### src/rtl/func_call_responder_pkg.sv
// Shared types and constants for the function-call responder.
package func_call_pkg;

  typedef enum logic [1:0] {
    IDLE = 2'd0,
    DIV  = 2'd1,
    RESP = 2'd2
  } state_t;

  localparam int unsigned RET_OFFSET = 2;
  localparam int unsigned B_OFFSET   = 1;

endpackage

### src/rtl/func_call_responder_if.sv
// Call request / response bundle between the call sequencer (master) and the responder (slave).
interface func_call_responder_if #(
  parameter int unsigned WIDTH = 8
);
  logic             i_req_valid;
  logic             o_req_ready;
  logic [WIDTH-1:0] i_a;
  logic [WIDTH-1:0] i_divisor;
  logic [WIDTH-1:0] i_c;
  logic             o_rsp_valid;
  logic             i_rsp_ready;
  logic [WIDTH-1:0] o_ret;
  logic [WIDTH-1:0] o_b;
  logic [WIDTH-1:0] o_c;
  logic             o_div_by_zero;

  modport slave (
    input  i_req_valid, i_a, i_divisor, i_c, i_rsp_ready,
    output o_req_ready, o_rsp_valid, o_ret, o_b, o_c, o_div_by_zero
  );

  modport master (
    output i_req_valid, i_a, i_divisor, i_c, i_rsp_ready,
    input  o_req_ready, o_rsp_valid, o_ret, o_b, o_c, o_div_by_zero
  );
endinterface

### src/rtl/func_call_responder_divider.sv
// Restoring unsigned divider, one quotient bit per cycle MSB first, WIDTH cycles per divide.
// quotient is the value being written on the cycle done is high (valid alongside done).
module seq_divider #(
  parameter int unsigned WIDTH = 8
) (
  input  logic             i_clk,
  input  logic             i_rst,
  input  logic             start,
  input  logic [WIDTH-1:0] dividend,
  input  logic [WIDTH-1:0] divisor,
  output logic             busy,
  output logic             done,
  output logic [WIDTH-1:0] quotient
);
  localparam int unsigned CW = (WIDTH > 2) ? $clog2(WIDTH) : 1;

  logic [WIDTH-1:0] rem_q, quo_q, dvs_q;
  logic [CW-1:0]    cnt_q;
  logic             busy_q;
  logic [WIDTH:0]   trial, diff;
  logic             qbit;
  logic [WIDTH-1:0] rem_d, quo_d;
  logic             unused_msb;

  always_comb begin
    trial = {rem_q, quo_q[WIDTH-1]};
    diff  = trial - {1'b0, dvs_q};
    qbit  = (trial >= {1'b0, dvs_q});
    // Restored/subtracted remainder always fits WIDTH bits since it stays below the divisor.
    {unused_msb, rem_d} = qbit ? diff : trial;
    quo_d = {quo_q[WIDTH-2:0], qbit};
  end

  assign busy     = busy_q;
  assign done     = busy_q && (cnt_q == CW'(WIDTH - 1));
  assign quotient = quo_d;

  always_ff @(posedge i_clk or posedge i_rst) begin
    if (i_rst) begin
      rem_q  <= '0;
      quo_q  <= '0;
      dvs_q  <= '0;
      cnt_q  <= '0;
      busy_q <= 1'b0;
    end else if (start) begin
      rem_q  <= '0;
      quo_q  <= dividend;
      dvs_q  <= divisor;
      cnt_q  <= '0;
      busy_q <= 1'b1;
    end else if (busy_q) begin
      rem_q <= rem_d;
      quo_q <= quo_d;
      cnt_q <= cnt_q + 1'b1;
      if (done) busy_q <= 1'b0;
    end
  end
endmodule

### src/rtl/func_call_responder.sv
// Callee side of the function-call model: ret = a+2, b = a+1+d, ref c = a / divisor.
// Optional FUNC_CALL_RESPONDER_UNIT_DIV_FASTPATH_EN answers divisor==1 calls without dividing.
module func_call_responder
  import func_call_pkg::*;
#(
  parameter int unsigned WIDTH   = 8,
  parameter int unsigned D_CONST = 1
) (
  input logic                  i_clk,
  input logic                  i_rst,
  func_call_responder_if.slave bus
);
  state_t           state_q;
  logic             rsp_valid_q, dz_q;
  logic [WIDTH-1:0] ret_q, b_q, c_q;
  logic             accept, div_zero, unit_div, div_start;
  logic             div_busy, div_done;
  logic [WIDTH-1:0] div_quotient;

  assign bus.o_req_ready   = (state_q == IDLE) && !i_rst;
  assign bus.o_rsp_valid   = rsp_valid_q;
  assign bus.o_ret         = ret_q;
  assign bus.o_b           = b_q;
  assign bus.o_c           = c_q;
  assign bus.o_div_by_zero = dz_q;

  assign accept   = bus.i_req_valid && bus.o_req_ready;
  assign div_zero = (bus.i_divisor == '0);
`ifdef FUNC_CALL_RESPONDER_UNIT_DIV_FASTPATH_EN
  assign unit_div = (bus.i_divisor == WIDTH'(1));
`else
  assign unit_div = 1'b0;
`endif
  assign div_start = accept && !div_zero && !unit_div;

  seq_divider #(
    .WIDTH(WIDTH)
  ) u_div (
    .i_clk    (i_clk),
    .i_rst    (i_rst),
    .start    (div_start),
    .dividend (bus.i_a),
    .divisor  (bus.i_divisor),
    .busy     (div_busy),
    .done     (div_done),
    .quotient (div_quotient)
  );

  always_ff @(posedge i_clk or posedge i_rst) begin
    if (i_rst) begin
      state_q     <= IDLE;
      rsp_valid_q <= 1'b0;
      ret_q       <= '0;
      b_q         <= '0;
      c_q         <= '0;
      dz_q        <= 1'b0;
    end else begin
      unique case (state_q)
        IDLE: begin
          if (accept) begin
            ret_q <= bus.i_a + WIDTH'(RET_OFFSET);
            b_q   <= bus.i_a + WIDTH'(B_OFFSET) + WIDTH'(D_CONST);
            if (div_zero) begin
              c_q         <= bus.i_c;
              dz_q        <= 1'b1;
              rsp_valid_q <= 1'b1;
              state_q     <= RESP;
            end else if (unit_div) begin
              c_q         <= bus.i_a;
              dz_q        <= 1'b0;
              rsp_valid_q <= 1'b1;
              state_q     <= RESP;
            end else begin
              state_q <= DIV;
            end
          end
        end
        DIV: begin
          if (div_done) begin
            c_q         <= div_quotient;
            dz_q        <= 1'b0;
            rsp_valid_q <= 1'b1;
            state_q     <= RESP;
          end else if (!div_busy) begin
            state_q <= IDLE;  // divider lost its operation; recover rather than hang
          end
        end
        RESP: begin
          if (bus.i_rsp_ready) begin
            rsp_valid_q <= 1'b0;
            state_q     <= IDLE;
          end
        end
        default: state_q <= IDLE;
      endcase
    end
  end
endmodule

### src/flat_wrapper.sv
// flat-port wrapper written by rule: the top's interface ports become plain ports
module func_call_responder_flat import func_call_pkg::*;
#(
  parameter int unsigned WIDTH   = 8,
  parameter int unsigned D_CONST = 1
)
  (i_clk, i_rst, bus_i_req_valid, bus_i_a, bus_i_divisor, bus_i_c, bus_i_rsp_ready, bus_o_req_ready, bus_o_rsp_valid, bus_o_ret, bus_o_b, bus_o_c, bus_o_div_by_zero);
  func_call_responder_if #(.WIDTH(WIDTH)) bus_i ();
  input logic i_clk;
  input logic i_rst;
  input wire logic [$bits(bus_i.i_req_valid)-1:0] bus_i_req_valid;
  input wire logic [$bits(bus_i.i_a)-1:0] bus_i_a;
  input wire logic [$bits(bus_i.i_divisor)-1:0] bus_i_divisor;
  input wire logic [$bits(bus_i.i_c)-1:0] bus_i_c;
  input wire logic [$bits(bus_i.i_rsp_ready)-1:0] bus_i_rsp_ready;
  output wire logic [$bits(bus_i.o_req_ready)-1:0] bus_o_req_ready;
  output wire logic [$bits(bus_i.o_rsp_valid)-1:0] bus_o_rsp_valid;
  output wire logic [$bits(bus_i.o_ret)-1:0] bus_o_ret;
  output wire logic [$bits(bus_i.o_b)-1:0] bus_o_b;
  output wire logic [$bits(bus_i.o_c)-1:0] bus_o_c;
  output wire logic [$bits(bus_i.o_div_by_zero)-1:0] bus_o_div_by_zero;
  assign bus_i.i_req_valid = bus_i_req_valid;
  assign bus_i.i_a = bus_i_a;
  assign bus_i.i_divisor = bus_i_divisor;
  assign bus_i.i_c = bus_i_c;
  assign bus_i.i_rsp_ready = bus_i_rsp_ready;
  assign bus_o_req_ready = bus_i.o_req_ready;
  assign bus_o_rsp_valid = bus_i.o_rsp_valid;
  assign bus_o_ret = bus_i.o_ret;
  assign bus_o_b = bus_i.o_b;
  assign bus_o_c = bus_i.o_c;
  assign bus_o_div_by_zero = bus_i.o_div_by_zero;
  func_call_responder #(.WIDTH(WIDTH), .D_CONST(D_CONST)) u_core (.i_clk(i_clk), .i_rst(i_rst), .bus(bus_i));
endmodule
### config.mk
export PLATFORM = sky130hd
export DESIGN_NAME = func_call_responder_flat
export DESIGN_NICKNAME = d
export VERILOG_FILES = /design/src/rtl/func_call_responder_pkg.sv /design/src/rtl/func_call_responder_if.sv /design/src/rtl/func_call_responder_divider.sv /design/src/rtl/func_call_responder.sv /design/src/flat_wrapper.sv
export SDC_FILE = /design/constraint.sdc
export NUM_CORES = 1
export LEC_CHECK = 0
export ABC_AREA = 1
export CAP_MARGIN = 20
export CORE_MARGIN = 1.5
export CORE_UTILIZATION = 49
export CTS_BUF_LIST = sky130_fd_sc_hd__clkbuf_8
export DETAILED_ROUTE_END_ITERATION = 10
export HOLD_SLACK_MARGIN = 0.12
export PLACE_DENSITY = 0.76
export SETUP_SLACK_MARGIN = 0.4
export SLEW_MARGIN = 25
export SYNTH_ARGS = -nofsm -noshare
export SYNTH_HDL_FRONTEND = slang
export SYNTH_SLANG_ARGS = --single-unit
### constraint.sdc
create_clock -name i_clk -period 5.03 [get_ports i_clk]
set_clock_uncertainty 0.05 [all_clocks]
set_input_delay 0.7545 -clock i_clk [delete_from_list [all_inputs] [get_ports i_clk]]
set_output_delay 0.7545 -clock i_clk [all_outputs]
set_load 0.01 [all_outputs]
### Word-level counts from Yosys, hierarchy flattened

Index checks and enable logic that the tools add are counted.

| operators by class | value |
|---|---|
| shift operators | 0 |
| div/mod/pow operators | 0 |
| equality and inequality tests | 8 |
| multipliers | 0 |
| reduce and logical (&&, ||, !) cells | 15 |
| $add $sub $neg | 5 |
| bitwise gates (word level) | 0 |
| $lt $le $gt $ge | 1 |
| muxes and demuxes | 27 |

Operator list:

| operator | number |
|---|---|
| $mux 8 | 8 |
| $add 8x1->8 const B | 2 |
| $pmux 8 s2 | 1 |
| $mux 2 | 5 |
| $ge 9x8->1 | 1 |
| $add 8x2->8 const B | 1 |
| $logic_not 8->1 | 1 |
| $mux 1 | 8 |
| $sub 8x8->8 | 1 |
| $mux 3 | 2 |
| $ne 2x1->1 const B | 3 |
| $pmux 2 s3 | 1 |
| $reduce_and 5->1 | 1 |
| $logic_and 1x1->1 | 4 |
| $reduce_and 4->1 | 1 |
| $reduce_bool 2->1 | 2 |
| $add 3x1->3 const B | 1 |
| $eq 3x3->1 const B | 1 |
| $ne 3x2->1 const B | 1 |
| $pmux 1 s3 | 1 |
| $reduce_and 3->1 | 1 |
| $reduce_bool 3->1 | 1 |
| $eq 2x1->1 const B | 1 |
| $eq 2x2->1 const B | 1 |
| 5 further kinds | 6 |

| word-level totals | value |
|---|---|
| memories kept | 0 |
| word-level logic and storage cells | 67 |
| latch bits | 0 |
| RAM bits | 0 |
| ROM bits | 0 |
| input bits | 28 |
| register bits after elaboration | 56 |

### Logic depth before layout (Yosys ltp)

Gate-level depths: netlist of the first run.

| logic depth | value |
|---|---|
| word-level depth | 5 |
| depth in mapped cells | 12 |
| mapped depth without buffers | 12 |

### Hierarchy

Synthesis of the first run repeated with hierarchy kept, for this count alone.

| unflattened totals | value |
|---|---|
| cell total of the unflattened synthesis | 375 |
| area total of the unflattened synthesis | 2889.0 um2 |

Modules (own cells, without submodules):

| module | times used | area each (um2) | cells each | seq. area each (um2) |
|---|---|---|---|---|
| seq_divider | 1 | 1774.2 | 225 | 700.7 |
| func_call_responder | 1 | 1114.8 | 150 | 500.5 |

### Least setup slack after synthesis of the first run

OpenSTA, ideal clock, no wires.

| path | value |
|---|---|
| path kind | input -> register |
| start point | input port i_rst |
| end point | register u_core.u_div.quo_q[6] |
| cell stages on the path | 7 |
| slack | 2161 ps |
| data required time | 4853 ps |
| arrival | 2692 ps |
| buffers on the path | 1 |
| cells stage by stage | inv_1 nand3_4 nor2_8 nor2_4 buf_6 nand2_1 o211ai_2 |

| on the way | value |
|---|---|
| word-level cells in the longest chain between the ends | 5 |
| elaborated cells between the ends (all ways) | 6 |

RTL lines:

| element | line | source |
|---|---|---|
| start, declared | flat_wrapper.sv:10 | `input logic i_rst;` |
| $logic_not 1->1 (*) | func_call_responder.sv:20 | `assign bus.o_req_ready = (state_q == IDLE) && !i_rst;` |
| $logic_and 1x1->1 (*) | func_call_responder.sv:20 |  |
| $logic_and 1x1->1 (*) | func_call_responder.sv:27 | `assign accept = bus.i_req_valid && bus.o_req_ready;` |
| $logic_and 1x1->1 (*) | func_call_responder.sv:34 | `assign div_start = accept && !div_zero && !unit_div;` |
| $mux 8 / $reduce_bool 2->1 (equally long branches) | - |  |
| end signal, assigned | func_call_responder_divider.sv:47 | `quo_q <= dividend;` |
| end signal, assigned | func_call_responder_divider.sv:53 | `quo_q <= quo_d;` |
| end, declared | func_call_responder_divider.sv:17 | `logic [WIDTH-1:0] rem_q, quo_q, dvs_q;` |

Every way passes the cells marked *; elsewhere a longest branch is shown, timed or not.
A chain may end at the register's enable or synchronous reset.

### Final worst setup path of the first run

| path | value |
|---|---|
| start point | input port i_rst |
| end point | output port bus_o_req_ready |

| on the way | value |
|---|---|
| word-level cells in the longest chain between the ends | 2 |

RTL lines:

| element | line | source |
|---|---|---|
| $logic_not 1->1 | func_call_responder.sv:20 |  |
| $logic_and 1x1->1 | func_call_responder.sv:20 |  |
| end, declared | flat_wrapper.sv:16 | `output wire logic [$bits(bus_i.o_req_ready)-1:0] bus_o_req_ready;` |

Every way passes these cells.

==> results.py, run 1 <==
metrics = {
    "worst_setup_path": {
        "critPathMaxStageDelay_ns": 0.56,
        "crit_type": "input pin to output port",
        "cp_data_arrival_time_ns": 1.89,
        "crit_slowest_cell": "sky130_fd_sc_hd__clkdlybuf4s50_1",
        "cp_common_cell": "sky130_fd_sc_hd__clkdlybuf4s50_1",
        "r2r.worst_path.cells": 9,
        "path_max_fanout": 2,
        "cp-end-kind": "output port",
        "worst-endpoint-required_ns": 4.23,
        "startpoint_type": "input pin",
        "path_cells": "clkdlybuf4s50_1 > nor3_1 > clkdlybuf4s50_1",
    },
    "timing": {
        "fmax_mhz": 370.7,
        "worst_pin_slew_ns": 0.6062,
        "timing_max_transition_violations_final": 0,
        "timing.final.setup_violations": 0,
        "worst_slew_margin_rel": 0.5959,
        "post-route-min-period_ns": 2.698,
        "finalCritPeriodShare": 0.5364,
        "finalHoldViolations": 0,
        "hold_ws_ns": 0.4322,
        "totalNegativeSetupSlack_ns": 0,
        "setup_repair_after_global_routing_missed_its_margin": "false",
    },
    "worst_hold_path": {
        "hp-class": "flop to flop",
        "hold_path_depth": 1,
    },
    "floorplanning": {
        "fp.dieW_um": 80.05,
        "start_util": 0.5187,
        "floorplan.rows": 27,
        "placeableCoreArea_um2": 5608,
        "floorplan.io_pins": 55,
        "die_h_um": 80.05,
        "dieArea_um2": 6408,
    },
    "route": {
        "drt_first_pass_iters": 4,
        "dr.first_iter.drc_count": 155,
        "routed_wl_per_cell_um": 13.53,
        "routed_wl_um": 6318,
        "route.vias.total": 2396,
        "drt_drc_violations_left": 0,
        "route.antenna.remaining_nets": 0,
        "vias_per_cell": 5.131,
    },
    "cts": {
        "clkTransAtPathRegs_ns": 0.09,
        "cts_setup_buffers": 0,
        "ctsResizeCount": 0,
        "cts_made_buffers": 5,
        "ctsHoldBuffers": 0,
        "cts_tree": "built",
        "clock_insertion_delay_worst_skew_ns": 0.31,
        "clk_root_buffer_cell": "sky130_fd_sc_hd__clkbuf_8",
        "clock_sinks": 48,
        "clock_tree.buffer_depth": 2,
        "cts_htree_levels": 2,
    },
    "synthesis": {
        "async_set_reset_flop_share_out_of_synthesis": 1.000,
        "ys_types": 36,
        "post_synth_main_area_contributors": "sky130_fd_sc_hd__dfrtp_1 (41%), sky130_fd_sc_hd__nand2_1 (14%), sky130_fd_sc_hd__nand3_1 (5.3%)",
        "synthMostInstantiatedCell": "sky130_fd_sc_hd__nand2_1",
        "synth_top_area_cell": "sky130_fd_sc_hd__dfrtp_1",
        "synthesis.area_um2": 2909,
        "ys_ff_latch": 48,
        "yosys-top-cells-count": "sky130_fd_sc_hd__nand2_1 (110), sky130_fd_sc_hd__dfrtp_1 (48), sky130_fd_sc_hd__inv_1 (41)",
        "yosys_most_used_dff": "sky130_fd_sc_hd__dfrtp_1",
        "synth_largest_type_area_fraction": 0.4129,
        "synth-edff-count": 0,
        "netlist_instances": 350,
        "seq_area_frac_synth": 0.4129,
        "syn_area_per_cell_um2": 8.312,
        "synthesis_warnings": 0,
        "syn-num-nets": 390,
    },
    "global_route": {
        "grt_first_pass_wirelength_um": 10650,
        "grt_start_max_net_pins": 49,
        "grt_antenna_before_repair": 0,
        "first_global_vias": 2267,
        "grt_overflow": 0,
        "globalRouteTotalUtil": 0.2167,
    },
    "status": {
        "status": "completed",
    },
    "placed_design": {
        "detailed_place_hpwl_um": 4717,
        "placed_cells": 459,
        "gp_routability_congestion": 0.8976,
        "io_buffers": 54,
    },
    "run": {
        "max_cap_viol_count": 0,
    },
    "final_layout": {
        "num_antenna_cells": 0,
        "layout_overhead_on_the_synthesized_area_pct": 21.12,
        "final_layout_size_suffix_gt1_frac": 0.09873,
        "layout.filler_cells": 480,
        "finish.cell_count_without_fillers": 467,
        "nets": 434,
    },
    "pwr": {
        "power.ir.vdd_worst_mv": 0.3060,
        "power-per-cell-area_nw_per_um2": 713.2,
        "power_leakage_uw": 0.001764,
    },
}
## registers in the layout, indices dropped and copies added, names as in the netlist
| name | cells |
|---|---|
| u_core.u_div.dvs_q | 8 |
| u_core.state_q | 2 |
| u_core.bus.o_rsp_valid | 1 |
| u_core.bus.o_b | 8 |
| u_core.bus.o_div_by_zero | 1 |
| u_core.u_div.busy | 1 |
| u_core.u_div.quo_q | 8 |
| u_core.bus.o_c | 8 |
| u_core.u_div.rem_q | 8 |
| u_core.u_div.cnt_q | 3 |
## through the flow
| stage | setup WS, ns | utilization | power (uW) | cell area [um2] |
|---|---|---|---|---|
| 2_1_floorplan | 2.161 | - | 1839 | 2909 |
| 3_3_place_gp | 2.347 | 0.6066 | 2188 | 3402 |
| 3_5_place_dp | 2.324 | 0.6066 | 2221 | 3402 |
| 4_1_cts | 2.338 | 0.6283 | 2525 | 3523 |
| 5_1_grt | 2.318 | 0.6283 | 2766 | 3523 |
| 6_report | 2.332 | 0.6283 | 2513 | 3523 |
## final cells by class
type | count | area (um2) | area share
Multi-Input combinational cell | 239 | 1391 | 0.3949
Tap cell | 72 | 90.09 | 0.02557
Clock buffer | 6 | 82.58 | 0.02344
Sequential cell | 48 | 1201 | 0.3409
Clock inverter | 2 | 38.79 | 0.01101
Timing Repair Buffer | 55 | 548.0 | 0.1555
Inverter | 45 | 171.4 | 0.04865
## kinds of logic (layout without fill, tap and decap cells)
family | count (synthesis) | in the layout | synth area share
and+or+nand+nor | 173 | 173 | 0.2757
buffers and inverters | 63 | 108 | 0.1088
DFF | 48 | 48 | 0.4129
AOI/OAI and AO/OA | 40 | 40 | 0.1032
adders and majority gates | 12 | 12 | 0.05419
xor gates and xnor gates | 7 | 7 | 0.02108
muxes | 7 | 7 | 0.02409
## critical path: cells and delay by family
kind / cells / cell delay (ns)
buffers and inverters: 2 / 0.99
and+or+nand+nor: 1 / 0.14
## layout by cell type (no fill, tap or decap), types with 2 or more instances in the layout
master	count
sky130_fd_sc_hd__nand2_1	110
sky130_fd_sc_hd__clkdlybuf4s50_1	54
sky130_fd_sc_hd__dfrtp_1	48
sky130_fd_sc_hd__inv_1	40
sky130_fd_sc_hd__nand3_1	31
sky130_fd_sc_hd__nor2_1	15
sky130_fd_sc_hd__o21ai_0	15
sky130_fd_sc_hd__ha_1	11
sky130_fd_sc_hd__o21ai_2	8
sky130_fd_sc_hd__o211ai_2	7
sky130_fd_sc_hd__mux2i_1	7
sky130_fd_sc_hd__clkbuf_8	6
sky130_fd_sc_hd__xor2_1	5
sky130_fd_sc_hd__inv_2	4
sky130_fd_sc_hd__nand4_1	4
sky130_fd_sc_hd__nor2_8	3
sky130_fd_sc_hd__a21oi_1	3
sky130_fd_sc_hd__o31ai_1	3
sky130_fd_sc_hd__xnor2_1	2
sky130_fd_sc_hd__a22o_1	2
## path summary, 6_finish.rpt
path / from / to / slack, ns
max reg2reg: u_core.state_q[0] / u_core.bus.o_c[0] / 2.94
min: u_core.u_div.cnt_q[0] / u_core.u_div.cnt_q[0] / 0.43
min reg2reg: u_core.u_div.cnt_q[0] / u_core.u_div.cnt_q[0] / 0.43
max: i_rst / bus_o_req_ready / 2.33
min in group asynchronous: i_rst / u_core.bus.o_c[3] / 0.95
max in group asynchronous: i_rst / u_core.u_div.rem_q[0] / 3.57
## per-layer routing
layer	vias up	routed length [um]	global-route usage	share of wire
met1	1108	2868	0.2850	0.45
met4	0	160	0.08621	0.025
met2	68	2957	0.3521	0.47
met5	-	0	0	0
li1	1205	-	-	-
met3	15	331	0.03977	0.052
## power breakdown
group          internal (uW)  leakage, uW  switching, uW
clock network            163    0.0000614            137
registers                583     0.000590            153
logic                    649      0.00111            828
total                   1400      0.00176           1120
Power figures use the tool's default switching activity.
==> run 2, diff against run 1 <==
==> constraint.sdc (replaced) <==
create_clock -name i_clk -period 2.5 [get_ports i_clk]
set_clock_uncertainty 0.05 [all_clocks]
set_input_delay 0.375 -clock i_clk [delete_from_list [all_inputs] [get_ports i_clk]]
set_output_delay 0.375 -clock i_clk [all_outputs]
set_load 0.01 [all_outputs]
==> run 2 against run 1 <==
Effect of this change: die area did not move; combinational power rose by 100%; clock power rose by 62%; sequential share of layout area rose by 0.096 points; sequential power rose by 100%; first-iteration DRC count fell by 33%; core utilization fell by 0.11 points.
==> results.py, run 2 (same netlist as run 1, synthesis figures left out) <==
metrics = {
    "global_route": {
        "grt_antenna_before_repair": 0,
        "grt_start_max_net_pins": 49,
        "globalRouteTotalUtil": 0.2061,
        "grt_overflow": 0,
        "first_global_vias": 2278,
        "grt_first_pass_wirelength_um": 10260,
    },
    "worst_hold_path": {
        "min_delay_worst_endpoint": "u_core.bus.o_c[0]",
        "hold_path_depth": 2,
        "hold_path.startpoint": "u_core.bus.o_c[0]",
        "hp-class": "flop to flop",
    },
    "floorplanning": {
        "start_util": 0.5187,
        "placeableCoreArea_um2": 5608,
        "dieArea_um2": 6408,
        "fp.dieW_um": 80.05,
        "floorplan.rows": 27,
        "floorplan.io_pins": 55,
        "die_h_um": 80.05,
    },
    "worst_setup_path": {
        "r2r.worst_path.cells": 8,
        "path_max_fanout": 7,
        "cp_data_arrival_time_ns": 1.56,
        "setup.reg_to_reg.worst_slack_ns": 0.54,
        "crit_type": "flop to output port",
        "worstReg2RegEnd": "u_core.u_div.rem_q[3]",
        "reg2reg_from": "u_core.u_div.rem_q[5]",
        "startpoint_type": "flop",
        "cp-end-kind": "output port",
        "worst-endpoint-required_ns": 2.08,
    },
    "timing": {
        "timing_max_transition_violations_final": 0,
        "post-route-min-period_ns": 1.989,
        "worst_pin_slew_ns": 0.6105,
        "finalCritPeriodShare": 0.7958,
        "hold_ws_ns": 0.4383,
        "timing.final.setup_violations": 0,
        "totalNegativeSetupSlack_ns": 0,
        "finalHoldViolations": 0,
        "worst_slew_margin_rel": 0.5930,
        "fmax_mhz": 502.7,
        "setup_repair_after_global_routing_missed_its_margin": "true",
    },
    "route": {
        "route.vias.total": 2350,
        "vias_per_cell": 5.021,
        "met3_wirelength_from_detailed_routing_um": 239,
        "drt_drc_violations_left": 0,
        "met1Wirelength_um": 2808,
        "drt_first_pass_iters": 4,
        "route.top_layer_used": "met4",
        "wl_met2_um": 3076,
        "routed_wl_um": 6194,
        "dr.first_iter.drc_count": 104,
        "routed_wl_per_cell_um": 13.24,
        "route.antenna.remaining_nets": 0,
    },
    "pwr": {
        "total_power_uw": 4958,
        "power_leakage_uw": 0.001752,
        "share_of_total_power_in_the_clock_network": 0.097,
        "cellInternalPower_uw": 2719,
        "power.ir.vdd_worst_mv": 0.7159,
        "power-per-cell-area_nw_per_um2": 1410,
        "switching_share": 0.4517,
        "p_switching_uw": 2239,
        "seq_power_share": 0.301,
        "combPwrFrac": 0.601,
    },
    "final_layout": {
        "final_layout_size_suffix_gt1_frac": 0.1010,
        "nets": 435,
        "commonest_cells_after_routing_fill_and_taps_aside": "sky130_fd_sc_hd__nand2_1 (110), sky130_fd_sc_hd__clkdlybuf4s50_1 (54), sky130_fd_sc_hd__dfrtp_1 (47)",
        "postLayoutCellArea_um2": 3517,
        "num_antenna_cells": 0,
        "mostFrequentLayoutCell": "sky130_fd_sc_hd__nand2_1",
        "layout_overhead_on_the_synthesized_area_pct": 20.90,
        "layout.filler_cells": 508,
    },
    "status": {
        "status": "completed",
    },
    "placed_design": {
        "detailed_place_hpwl_um": 4760,
        "area_after_dpl_um2": 3413,
        "gp_routability_congestion": 0.9385,
        "io_buffers": 54,
    },
    "cts": {
        "clkTransAtPathRegs_ns": 0.08,
        "ctsResizeCount": 0,
        "clk_root_buffer_cell": "sky130_fd_sc_hd__clkbuf_8",
        "clock_tree.buffer_depth": 2,
        "cts_made_buffers": 5,
        "clock_sinks": 48,
        "cts_htree_levels": 2,
        "ctsHoldBuffers": 0,
        "cts_tree": "built",
        "cts_setup_buffers": 0,
        "clock_insertion_delay_worst_skew_ns": 0.30,
    },
    "run": {
        "max_cap_viol_count": 0,
    },
}
[run 2: area by class of cell]
cell class | count | area (um2) | area share
multi-input cells | 239 | 1400 | 0.3981
flip-flops and latches | 48 | 1202 | 0.3419
repair buffers | 56 | 555.5 | 0.1580
inverters | 45 | 175.2 | 0.04980
well taps | 72 | 90.09 | 0.02561
clock buffers | 6 | 82.58 | 0.02348
clock inverters | 2 | 11.26 | 0.003202
[run 2: critical path, cell delays in order (launching register included)]
cell and delay (ns):
sky130_fd_sc_hd__dfrtp_2 0.50, sky130_fd_sc_hd__nor3_1 0.19, sky130_fd_sc_hd__clkdlybuf4s50_1 0.57
[run 2: power groups by stage]
stage / logic (uW) / registers [uW] / clock network (uW)
finish: 2980 / 1490 / 483
global placement: 2910 / 1500 / 0
global route: 3380 / 1540 / 527
detailed placement: 2970 / 1510 / 0
CTS: 2980 / 1500 / 496
floorplan: 2250 / 1450 / 0
[run 2: metrics by stage]
step	std cells	util	setup slack, ns
2_1_floorplan	350	-	0.4255
3_3_place_gp	460	0.6087	0.3887
3_5_place_dp	460	0.6087	0.3609
4_1_cts	468	0.6254	0.4273
5_1_grt	468	0.6272	0.3990
6_report	468	0.6272	0.5106
[run 2: worst max-delay path by stage]
stage / from / to / slack (ns)
finish: u_core.state_q[0] / bus_o_req_ready / 0.51
global route: u_core.u_div.rem_q[5] / u_core.u_div.rem_q[5] / 0.40
floorplan: i_rst / u_core.state_q[1] / 0.43
CTS: u_core.state_q[0] / bus_o_req_ready / 0.43
detailed placement: bus_i_divisor[0] / u_core.bus.o_div_by_zero / 0.36
global placement: bus_i_divisor[0] / u_core.bus.o_div_by_zero / 0.39
[run 2: metal layers]
layer | vias up | track usage
met1 | 1089 | 0.2589
li1 | 1204 | -
met4 | 0 | 0.06552
met5 | - | 0
met3 | 5 | 0.03636
met2 | 52 | 0.3580
==> run 3, diff against run 2 <==
--- a/config.mk
+++ b/config.mk
@@ -12,7 +12,7 @@
 export CTS_BUF_LIST = sky130_fd_sc_hd__clkbuf_8
 export DETAILED_ROUTE_END_ITERATION = 10
 export HOLD_SLACK_MARGIN = 0.12
-export PLACE_DENSITY = 0.76
+export PLACE_DENSITY = 0.79
 export SETUP_SLACK_MARGIN = 0.4
 export SLEW_MARGIN = 25
 export SYNTH_ARGS = -nofsm -noshare
==> constraint.sdc (replaced) <==
create_clock -name i_clk -period 1.7 [get_ports i_clk]
set_clock_uncertainty 0.05 [all_clocks]
set_input_delay 0.255 -clock i_clk [delete_from_list [all_inputs] [get_ports i_clk]]
set_output_delay 0.255 -clock i_clk [all_outputs]
set_load 0.01 [all_outputs]
==> run 3 against run 2 <==
Effect of this change: the flow now finishes with violations (negative setup slack); sequential cell count unchanged; first-iteration DRC count grew to 5.4 times the previous value; critical endpoint is now u_core.u_div.rem_q[5]; worst setup slack got worse by 0.87 ns; final cell count up 21%; register-to-register slack got worse by 0.90 ns.
==> results.py, run 3 (same netlist as run 1, synthesis figures left out) <==
metrics = {
    "status": {
        "status": "complete, but fails checks",
        "violations": "negative setup slack",
    },
    "floorplanning": {
        "fp.dieW_um": 80.05,
        "floorplan.rows": 27,
        "start_util": 0.5187,
        "floorplan.io_pins": 55,
        "placeableCoreArea_um2": 5608,
        "die_h_um": 80.05,
        "dieArea_um2": 6408,
    },
    "route": {
        "dr.first_iter.drc_count": 565,
        "routed_wl_per_cell_um": 25.12,
        "drt_first_pass_iters": 6,
        "route.antenna.remaining_nets": 0,
        "route.vias.total": 3619,
        "routed_wl_um": 14220,
        "drt_drc_violations_left": 0,
        "vias_per_cell": 6.394,
    },
    "global_route": {
        "grt_overflow": 0,
        "globalRouteTotalUtil": 0.3424,
        "gr-max-usage-layer": "met2",
        "first_global_vias": 3197,
        "gr-usage-met3": 0.06591,
        "global_route.usage.met1": 0.4185,
        "grt_antenna_before_repair": 0,
        "grt_first_pass_wirelength_um": 16330,
        "grt_start_max_net_pins": 49,
        "grtUsageMet2": 0.5782,
    },
    "timing": {
        "hold_ws_ns": 0.2558,
        "timing_max_transition_violations_final": 0,
        "post-route-min-period_ns": 2.057,
        "worst_slew_margin_rel": 0.5856,
        "fmax_mhz": 486.2,
        "finalHoldViolations": 0,
        "timing.final.setup_violations": 10,
        "layout_setup_ws_ns": -0.3567,
        "worst_pin_slew_ns": 0.6215,
        "setup_repair_after_global_routing_missed_its_margin": "true",
        "finalCritPeriodShare": 1.210,
    },
    "final_layout": {
        "num_antenna_cells": 0,
        "mostFrequentLayoutCell": "sky130_fd_sc_hd__buf_4",
        "final_core_utilization": 0.9070,
        "final_layout_size_suffix_gt1_frac": 0.5547,
        "commonest_cells_after_routing_fill_and_taps_aside": "sky130_fd_sc_hd__buf_4 (74), sky130_fd_sc_hd__nand2_1 (51), sky130_fd_sc_hd__dfrtp_1 (46)",
        "layout_overhead_on_the_synthesized_area_pct": 74.84,
        "nets": 534,
    },
    "placed_design": {
        "io_buffers": 54,
        "detailed_place_hpwl_um": 5370,
        "gp_routability_congestion": 0.8461,
        "place_ws_ns": -0.2162,
    },
    "worst_setup_path": {
        "reg2reg_from": "u_core.u_div.rem_q[1]",
        "critPathMaxStageDelay_ns": 0.42,
        "cpLargestDelayFamily": "simple AND/OR/NAND/NOR gates",
        "worstReg2RegEnd": "u_core.u_div.rem_q[5]",
        "cp-end-kind": "flop",
        "setup.reg_to_reg.worst_slack_ns": -0.36,
        "r2r.worst_path.cells": 12,
        "cp_data_arrival_time_ns": 2.22,
        "crit_slowest_cell": "sky130_fd_sc_hd__dfrtp_1",
        "worst-endpoint-required_ns": 1.86,
        "path_max_fanout": 5,
        "worst-path-buf-inv": 2,
        "crit_type": "flop to flop",
        "cp_common_cell": "sky130_fd_sc_hd__nand2_1",
        "path_cells": "ha_4 > nand2_2 > nand2_2 > nand2_2 > buf_6 > nand3_4 > buf_6 > nand2_1 > nand2_1 > nand2_1 > nand3_1 > nand2_1",
        "startpoint_type": "flop",
    },
    "cts": {
        "clock_tree.buffer_depth": 2,
        "clock_sinks": 48,
        "clkTransAtPathRegs_ns": 0.10,
        "cts_tree": "built",
        "cts_made_buffers": 5,
        "clk_root_buffer_cell": "sky130_fd_sc_hd__clkbuf_8",
        "cts_htree_levels": 2,
        "clock_insertion_delay_worst_skew_ns": 0.31,
    },
    "pwr": {
        "power-per-cell-area_nw_per_um2": 2610,
        "power.ir.vdd_worst_mv": 2.019,
        "power_leakage_uw": 0.002548,
    },
    "worst_hold_path": {
        "hold_path.startpoint": "bus_i_divisor[5]",
        "hp-class": "input pin to flop",
        "hold_path_depth": 3,
        "min_delay_worst_endpoint": "u_core.u_div.dvs_q[5]",
    },
    "run": {
        "max_cap_viol_count": 0,
    },
}
run 3: cell count changes in the layout (fill, tap and decap cells not counted), sizes merged, moves of 3 or more:
cell           change
buf              +103
clkdlybuf4s50     -38
clkdlybuf4s15     +16
dlygate4sd2       +14
nor2               +3
run 3: worst register-to-register path, cell delays in order, from the launching register on:
cell and delay [ns]:
sky130_fd_sc_hd__dfrtp_1 0.42, sky130_fd_sc_hd__ha_4 0.34, sky130_fd_sc_hd__nand2_2 0.15, sky130_fd_sc_hd__nand2_2 0.17
sky130_fd_sc_hd__nand2_2 0.11, sky130_fd_sc_hd__buf_6 0.15, sky130_fd_sc_hd__nand3_4 0.10, sky130_fd_sc_hd__buf_6 0.11
sky130_fd_sc_hd__nand2_1 0.05, sky130_fd_sc_hd__nand2_1 0.08, sky130_fd_sc_hd__nand2_1 0.08, sky130_fd_sc_hd__nand3_1 0.10
sky130_fd_sc_hd__nand2_1 0.06
run 3: how the worst max path moves through the flow:
stage | start | end | slack (ns) | cells after the start
after global placement | bus_i_divisor[2] | u_core.u_div.quo_q[6] | -0.17 | 10
after global routing | u_core.u_div.rem_q[1] | u_core.u_div.rem_q[5] | -0.49 | 12
after CTS | u_core.u_div.dvs_q[6] | u_core.u_div.rem_q[6] | 0.05 | 10
after detailed placement | bus_i_divisor[0] | u_core.u_div.rem_q[2] | -0.22 | 10
after floorplan | i_rst | u_core.state_q[1] | -0.25 | 8
final | u_core.u_div.rem_q[1] | u_core.u_div.rem_q[5] | -0.36 | 12
run 3: layer usage:
metal	wire length [um]	vias up
li1	-	1411
met1	4905	1678
met2	6221	385
met3	1805	145
met4	1287	0
met5	0	-
run 3: power by group:
part	internal [uW]	switching (uW)	total (uW)
logic	4720	5500	10200
registers	1730	556	2290
clock network	326	431	757
run 3: final cells by class:
| type | count | area [um2] |
|---|---|---|
| Inverter | 45 | 185.2 |
| Sequential cell | 48 | 1204 |
| Clock buffer | 6 | 82.58 |
| Tap cell | 72 | 90.09 |
| Clock inverter | 1 | 8.758 |
| Timing Repair Buffer | 152 | 1420 |
| Multi-Input combinational cell | 242 | 2096 |
| Fill cell | 202 | 521.8 |
run 3: repair_timing:
action,4_1_cts,5_1_grt
gates cloned,6,1
setup buffers,30,13
pin swaps,56,49
endpoints found under the setup margin,70,64
hold buffers,0,0
resized for setup,167,107
run 3: stage by stage:
step	power [uW]	instance area, um2	TNS, ns	cells
6_report	13270	5086	-2.659	566
5_1_grt	13710	5086	-4.059	566
4_1_cts	10330	4588	0	552
3_5_place_dp	7831	3824	-5.213	509
3_3_place_gp	7644	3824	-3.881	509
2_1_floorplan	5606	2950	-8.923	350
